==> src/rtl/piso_shift_reg_pkg.sv <==
// rtl/piso_shift_reg_pkg.sv - state encoding and frame constants shared by the PISO transmitter
package piso_shift_reg_pkg;

  // Frame width shared with the SIPO receiver on the other end of the link
  localparam int DEFAULT_WIDTH = 8;

  typedef enum logic [1:0] {
    ST_IDLE   = 2'd0,
    ST_SHIFT  = 2'd1,
    ST_PARITY = 2'd2
  } state_t;

endpackage

==> src/rtl/piso_shift_reg_if.sv <==
// rtl/piso_shift_reg_if.sv - load handshake and serial output bundle of the PISO transmitter
interface piso_shift_reg_if #(
  parameter int WIDTH = piso_shift_reg_pkg::DEFAULT_WIDTH
);
  logic             LOAD_VALID;
  logic [WIDTH-1:0] DIN;
  logic             LOAD_READY;
  logic             SER;
  logic             SER_VALID;
  logic             DONE;

  modport master (
    output LOAD_VALID, DIN,
    input  LOAD_READY, SER, SER_VALID, DONE
  );

  modport slave (
    input  LOAD_VALID, DIN,
    output LOAD_READY, SER, SER_VALID, DONE
  );
endinterface

==> src/rtl/piso_shift_reg.sv <==
// rtl/piso_shift_reg.sv - parallel-in/serial-out transmitter, one bit per clock with DONE pulse
// Optional even parity bit after the data bits when PISO_PARITY_EN is defined.
module piso_shift_reg
  import piso_shift_reg_pkg::*;
#(
  parameter int WIDTH     = DEFAULT_WIDTH,
  parameter bit MSB_FIRST = 1'b1
) (
  input  logic            Clk,
  input  logic            RST,
  piso_shift_reg_if.slave bus
);

  localparam int             CNT_W    = $clog2(WIDTH);
  localparam logic [CNT_W-1:0] CNT_LAST = CNT_W'(WIDTH - 1);

  state_t           state_q, state_d;
  logic [WIDTH-1:0] shreg_q, shreg_d;
  logic [CNT_W-1:0] cnt_q, cnt_d;
  logic             done_q, done_d;
  logic             ser_bit;
`ifdef PISO_PARITY_EN
  logic             parity_q, parity_d;
`endif

  always_ff @(posedge Clk or negedge RST) begin
    if (!RST) begin
      state_q  <= ST_IDLE;
      shreg_q  <= '0;
      cnt_q    <= '0;
      done_q   <= 1'b0;
`ifdef PISO_PARITY_EN
      parity_q <= 1'b0;
`endif
    end else begin
      state_q  <= state_d;
      shreg_q  <= shreg_d;
      cnt_q    <= cnt_d;
      done_q   <= done_d;
`ifdef PISO_PARITY_EN
      parity_q <= parity_d;
`endif
    end
  end

  always_comb begin
    state_d  = state_q;
    shreg_d  = shreg_q;
    cnt_d    = cnt_q;
    done_d   = 1'b0;
`ifdef PISO_PARITY_EN
    parity_d = parity_q;
`endif
    case (state_q)
      ST_IDLE: begin
        if (bus.LOAD_VALID) begin
          state_d  = ST_SHIFT;
          shreg_d  = bus.DIN;
          cnt_d    = '0;
`ifdef PISO_PARITY_EN
          parity_d = ^bus.DIN;
`endif
        end
      end
      ST_SHIFT: begin
        // Shift toward the output end so the next bit is always at the same tap
        shreg_d = MSB_FIRST ? {shreg_q[WIDTH-2:0], 1'b0} : {1'b0, shreg_q[WIDTH-1:1]};
        if (cnt_q == CNT_LAST) begin
          cnt_d = '0;
`ifdef PISO_PARITY_EN
          state_d = ST_PARITY;
`else
          state_d = ST_IDLE;
          done_d  = 1'b1;
`endif
        end else begin
          cnt_d = cnt_q + CNT_W'(1);
        end
      end
`ifdef PISO_PARITY_EN
      ST_PARITY: begin
        state_d = ST_IDLE;
        done_d  = 1'b1;
      end
`endif
      default: state_d = ST_IDLE;
    endcase
  end

  always_comb begin
    ser_bit = 1'b0;
    case (state_q)
      ST_SHIFT:  ser_bit = MSB_FIRST ? shreg_q[WIDTH-1] : shreg_q[0];
`ifdef PISO_PARITY_EN
      ST_PARITY: ser_bit = parity_q;
`endif
      default:   ser_bit = 1'b0;
    endcase
  end

  // Outputs are forced low for as long as reset is held, not just at the reset edge
  assign bus.LOAD_READY = RST & (state_q == ST_IDLE);
  assign bus.SER_VALID  = RST & ((state_q == ST_SHIFT) | (state_q == ST_PARITY));
  assign bus.SER        = RST & ser_bit;
  assign bus.DONE       = RST & done_q;

endmodule

==> src/flat_wrapper.sv <==
// flat-port wrapper written by rule: the top's interface ports become plain ports
module piso_shift_reg_flat import piso_shift_reg_pkg::*;
#(
  parameter int WIDTH     = DEFAULT_WIDTH,
  parameter bit MSB_FIRST = 1'b1
)
  (Clk, RST, bus_LOAD_VALID, bus_DIN, bus_LOAD_READY, bus_SER, bus_SER_VALID, bus_DONE);
  piso_shift_reg_if #(.WIDTH(WIDTH)) bus_i ();
  input  logic Clk;
  input  logic RST;
  input wire logic [$bits(bus_i.LOAD_VALID)-1:0] bus_LOAD_VALID;
  input wire logic [$bits(bus_i.DIN)-1:0] bus_DIN;
  output wire logic [$bits(bus_i.LOAD_READY)-1:0] bus_LOAD_READY;
  output wire logic [$bits(bus_i.SER)-1:0] bus_SER;
  output wire logic [$bits(bus_i.SER_VALID)-1:0] bus_SER_VALID;
  output wire logic [$bits(bus_i.DONE)-1:0] bus_DONE;
  assign bus_i.LOAD_VALID = bus_LOAD_VALID;
  assign bus_i.DIN = bus_DIN;
  assign bus_LOAD_READY = bus_i.LOAD_READY;
  assign bus_SER = bus_i.SER;
  assign bus_SER_VALID = bus_i.SER_VALID;
  assign bus_DONE = bus_i.DONE;
  piso_shift_reg #(.WIDTH(WIDTH), .MSB_FIRST(MSB_FIRST)) u_core (.Clk(Clk), .RST(RST), .bus(bus_i));
endmodule
==> config.mk <==
export PLATFORM = sky130hd
export DESIGN_NAME = piso_shift_reg_flat
export DESIGN_NICKNAME = d
export VERILOG_FILES = /design/src/rtl/piso_shift_reg_pkg.sv /design/src/rtl/piso_shift_reg_if.sv /design/src/rtl/piso_shift_reg.sv /design/src/flat_wrapper.sv
export SDC_FILE = /design/constraint.sdc
export NUM_CORES = 1
export LEC_CHECK = 0
export ABC_AREA = 0
export BUFFER_PORTS_ARGS = -buffer_cell sky130_fd_sc_hd__buf_2
export CAP_MARGIN = 20
export CORE_MARGIN = 1
export CORE_UTILIZATION = 42
export CTS_BUF_LIST = sky130_fd_sc_hd__clkbuf_2 sky130_fd_sc_hd__clkbuf_4 sky130_fd_sc_hd__clkbuf_8
export DETAILED_ROUTE_END_ITERATION = 12
export PLACE_DENSITY = 0.74
export SYNTH_ARGS = -nofsm -noshare
export SYNTH_HDL_FRONTEND = slang
export SYNTH_SLANG_ARGS = --single-unit
==> constraint.sdc <==
create_clock -name Clk -period 1.4 [get_ports Clk]
set_input_delay 0.07 -clock Clk [delete_from_list [all_inputs] [get_ports Clk]]
set_output_delay 0.07 -clock Clk [all_outputs]
set_load 0.05 [all_outputs]
==> impl_metrics.py <==
metrics = {
    "outcome": {
        "outcome": "complete, no violations",
    },
    "worst_setup_path": {
        "cp-end-kind": "primary output",
        "critPathMaxFanout": 13,
        "cp_top_family": "flip-flops",
        "critical-path-max-stage-delay_ps": 500,
        "critPathKind": "flip-flop to primary output",
        "cp-start-kind": "flip-flop",
        "crit_slowest_cell": "dfrtp_2",
        "crit_chain": "and3_1 -> buf_2",
        "required_ps": 1330,
        "cp.arrival_ps": 1210,
        "crit_buf_inv": 1,
    },
    "global_route": {
        "grt_pass1_vias": 316,
        "grt_max_degree": 14,
        "grt_use_total_pct": 14.4,
        "antenna_found_initial": 0,
        "grt_overflow": 0,
        "grt_pass1_wl_um": 1390,
    },
    "sta": {
        "max_freq_mhz": 784,
        "setup-violations-final": 0,
        "setup_tns_ps": 0,
        "hold_slack_ps": 40.2,
        "max_slew_margin_pct": 62.9,
        "slew_violations": 0,
        "hold_viol_final": 0,
        "rsz0062_at_grt": "no",
        "tightest_slew_ps": 555,
        "period_share_pct": 91.2,
        "fin_skew_ps": 4.48,
        "period_minus_slack_ps": 1280,
    },
    "pwr": {
        "peakVddDrop_uv": 1060,
        "power_density_nw_per_um2": 1960,
        "internal_power_mw": 0.893,
        "leakagePower_nw": 0.380,
        "clkPwrFrac_pct": 17.6,
        "sw_frac_of_total_pct": 36.2,
        "p_comb_share_pct": 36.6,
        "switching_power_mw": 0.506,
        "p_seq_share_pct": 45.8,
    },
    "logic_synthesis": {
        "yosysTopAreaCellShare_pct": 53.6,
        "ys_seq_elements": 13,
        "synth_top_cell_by_area": "dfrtp_1",
        "synth.net_count": 66,
        "synthCells": 53,
        "syn_area_per_cell_um2": 11.4,
        "netlist_area_um2": 607,
        "netlist-cell-type-count": 14,
        "yosys_warnings": 0,
        "netlist_top_cells_area": "dfrtp_1 (54%), mux2i_1 (15%), o21ai_1 (5.8%)",
        "ys_seq_area_share_pct": 53.6,
    },
    "floorplan": {
        "start_util_pct": 46.1,
        "die_w_um": 40.0,
        "die_h_um": 40.0,
        "placementRows": 13,
        "die_area_um2": 1600,
        "core_um2": 1320,
        "ios": 15,
    },
    "clock_tree": {
        "cts_tree": "built",
        "clk_pin_slew_ps": 80,
        "cts-root-buf": "clkbuf_4",
        "cts_max_level": 1,
        "clock_latency_ps": 270,
        "clock_sinks": 13,
        "clockBufferDepth": 2,
        "numCtsBuffers": 3,
    },
    "finish": {
        "drive_above_1_share_pct": 30.0,
        "fin_nets": 84,
        "antenna_cells": 0,
        "fill_cells": 121,
        "layout_commonest_cell": "buf_2",
        "area_delta_synth_final_pct": 17.7,
        "final_cell_mix": "buf_2 (14), dfrtp_1 (12), mux2i_1 (9)",
    },
    "route": {
        "drtAntennaViolNets": 0,
        "drt_iter0_drc": 1,
        "drt_pass1_iterations": 2,
        "via_count": 410,
        "vias_per_cell": 4.82,
        "drc": 0,
        "wire_per_inst_um": 10.8,
        "wirelength_um": 915,
    },
    "place": {
        "globalplace.congestion": 0.753,
        "portBuffers": 14,
    },
    "run": {
        "cap_violations": 0,
    },
    "hold_path": {
        "hold_path.class": "input pin to flip-flop",
    },
}
==> power groups by stage <==
stage	Clock [mW]	Sequential [mW]	Combinational, mW
3_5_place_dp	0	0.650	0.513
6_report	0.246	0.641	0.512
5_1_grt	0.276	0.667	0.566
2_1_floorplan	0	0.604	0.469
4_1_cts	0.255	0.645	0.519
3_3_place_gp	0	0.643	0.505
==> cells by family after synthesis <==
family / Yosys count / synth area share, %
adders and majority gates: 2 / 4.12
muxes: 9 / 14.8
DFF: 13 / 53.6
AOI/OAI and AO/OA: 10 / 10.1
buffers and inverters: 4 / 5.57
and+or+nand+nor: 15 / 11.8
==> cell usage after synthesis <==
library cell  instances
inv_1                 1
buf_4                 1
nand2_1               7
nor2_2                1
a22o_1                3
buf_6                 2
o21ai_1               7
and2_1                3
and3_1                1
nor2b_1               1
dfrtp_1              13
nor2_1                2
mux2i_1               9
ha_1                  2
==> layout make-up <==
type,count,area [µm²],share of cell area [%]
Tap cell,15,18.8,2.63
Inverter,1,3.75,0.525
Timing Repair Buffer,16,87.6,12.3
Multi-Input combinational cell,36,248,34.7
Clock buffer,4,30.0,4.20
Sequential cell,13,327,45.7
==> timing repair <==
item	CTS	global route
setup buffers	0	0
resized for setup	1	0
endpoints found under the setup margin	2	0
endpoints found under the hold margin	13	0
hold buffers	1	0
==> layer usage <==
layer  track usage, %  routed length, µm  vias up
li1                 -                  -      218
met5                0                  0        -
met4             5.17                  0        0
met2             18.5                410       11
met3             10.0                 65        0
met1             18.6                439      181
==> sequential cells by signal, indices dropped and copies added, names as in the netlist <==
signal	count
u_core.done_q	1
u_core.shreg_q	8
u_core.cnt_q	3
u_core.state_q	1
==> metrics by stage <==
step                      setup WS [ps]  std cells  instance area, µm²  total power, mW  util (%)
after floorplan                     193         53                 607             1.07         -
after global placement              234         80                 673             1.15      51.1
final                               124         85                 714             1.40      54.2
after global routing               40.9         85                 714             1.51      54.2
after detailed placement            207         80                 673             1.16      51.1
after CTS                           105         85                 714             1.42      54.2
==> worst reg2reg max path, stage by stage (launching register included) <==
cell	delay, ps
dfrtp_1	400
ha_1	200
ha_1	270
a22o_1	230
==> worst paths after layout <==
path / slack (ps) / cells after the start / to / from
max reg2reg: 200 / 3 / u_core.cnt_q[2]$_DFFE_PN0P_ / u_core.cnt_q[0]$_DFFE_PN0P_
max: 120 / 2 / bus_SER / u_core.state_q[0]$_DFFE_PN0P_
min in group asynchronous: 360 / 2 / u_core.done_q$_DFF_PN0_ / RST
min reg2reg: 490 / 2 / u_core.shreg_q[3]$_DFFE_PN0P_ / u_core.shreg_q[2]$_DFFE_PN0P_
max in group asynchronous: 650 / 2 / u_core.state_q[0]$_DFFE_PN0P_ / RST
min: 40 / 3 / u_core.shreg_q[0]$_DFFE_PN0P_ / bus_DIN[0]
Power figures use the tool's default switching activity.
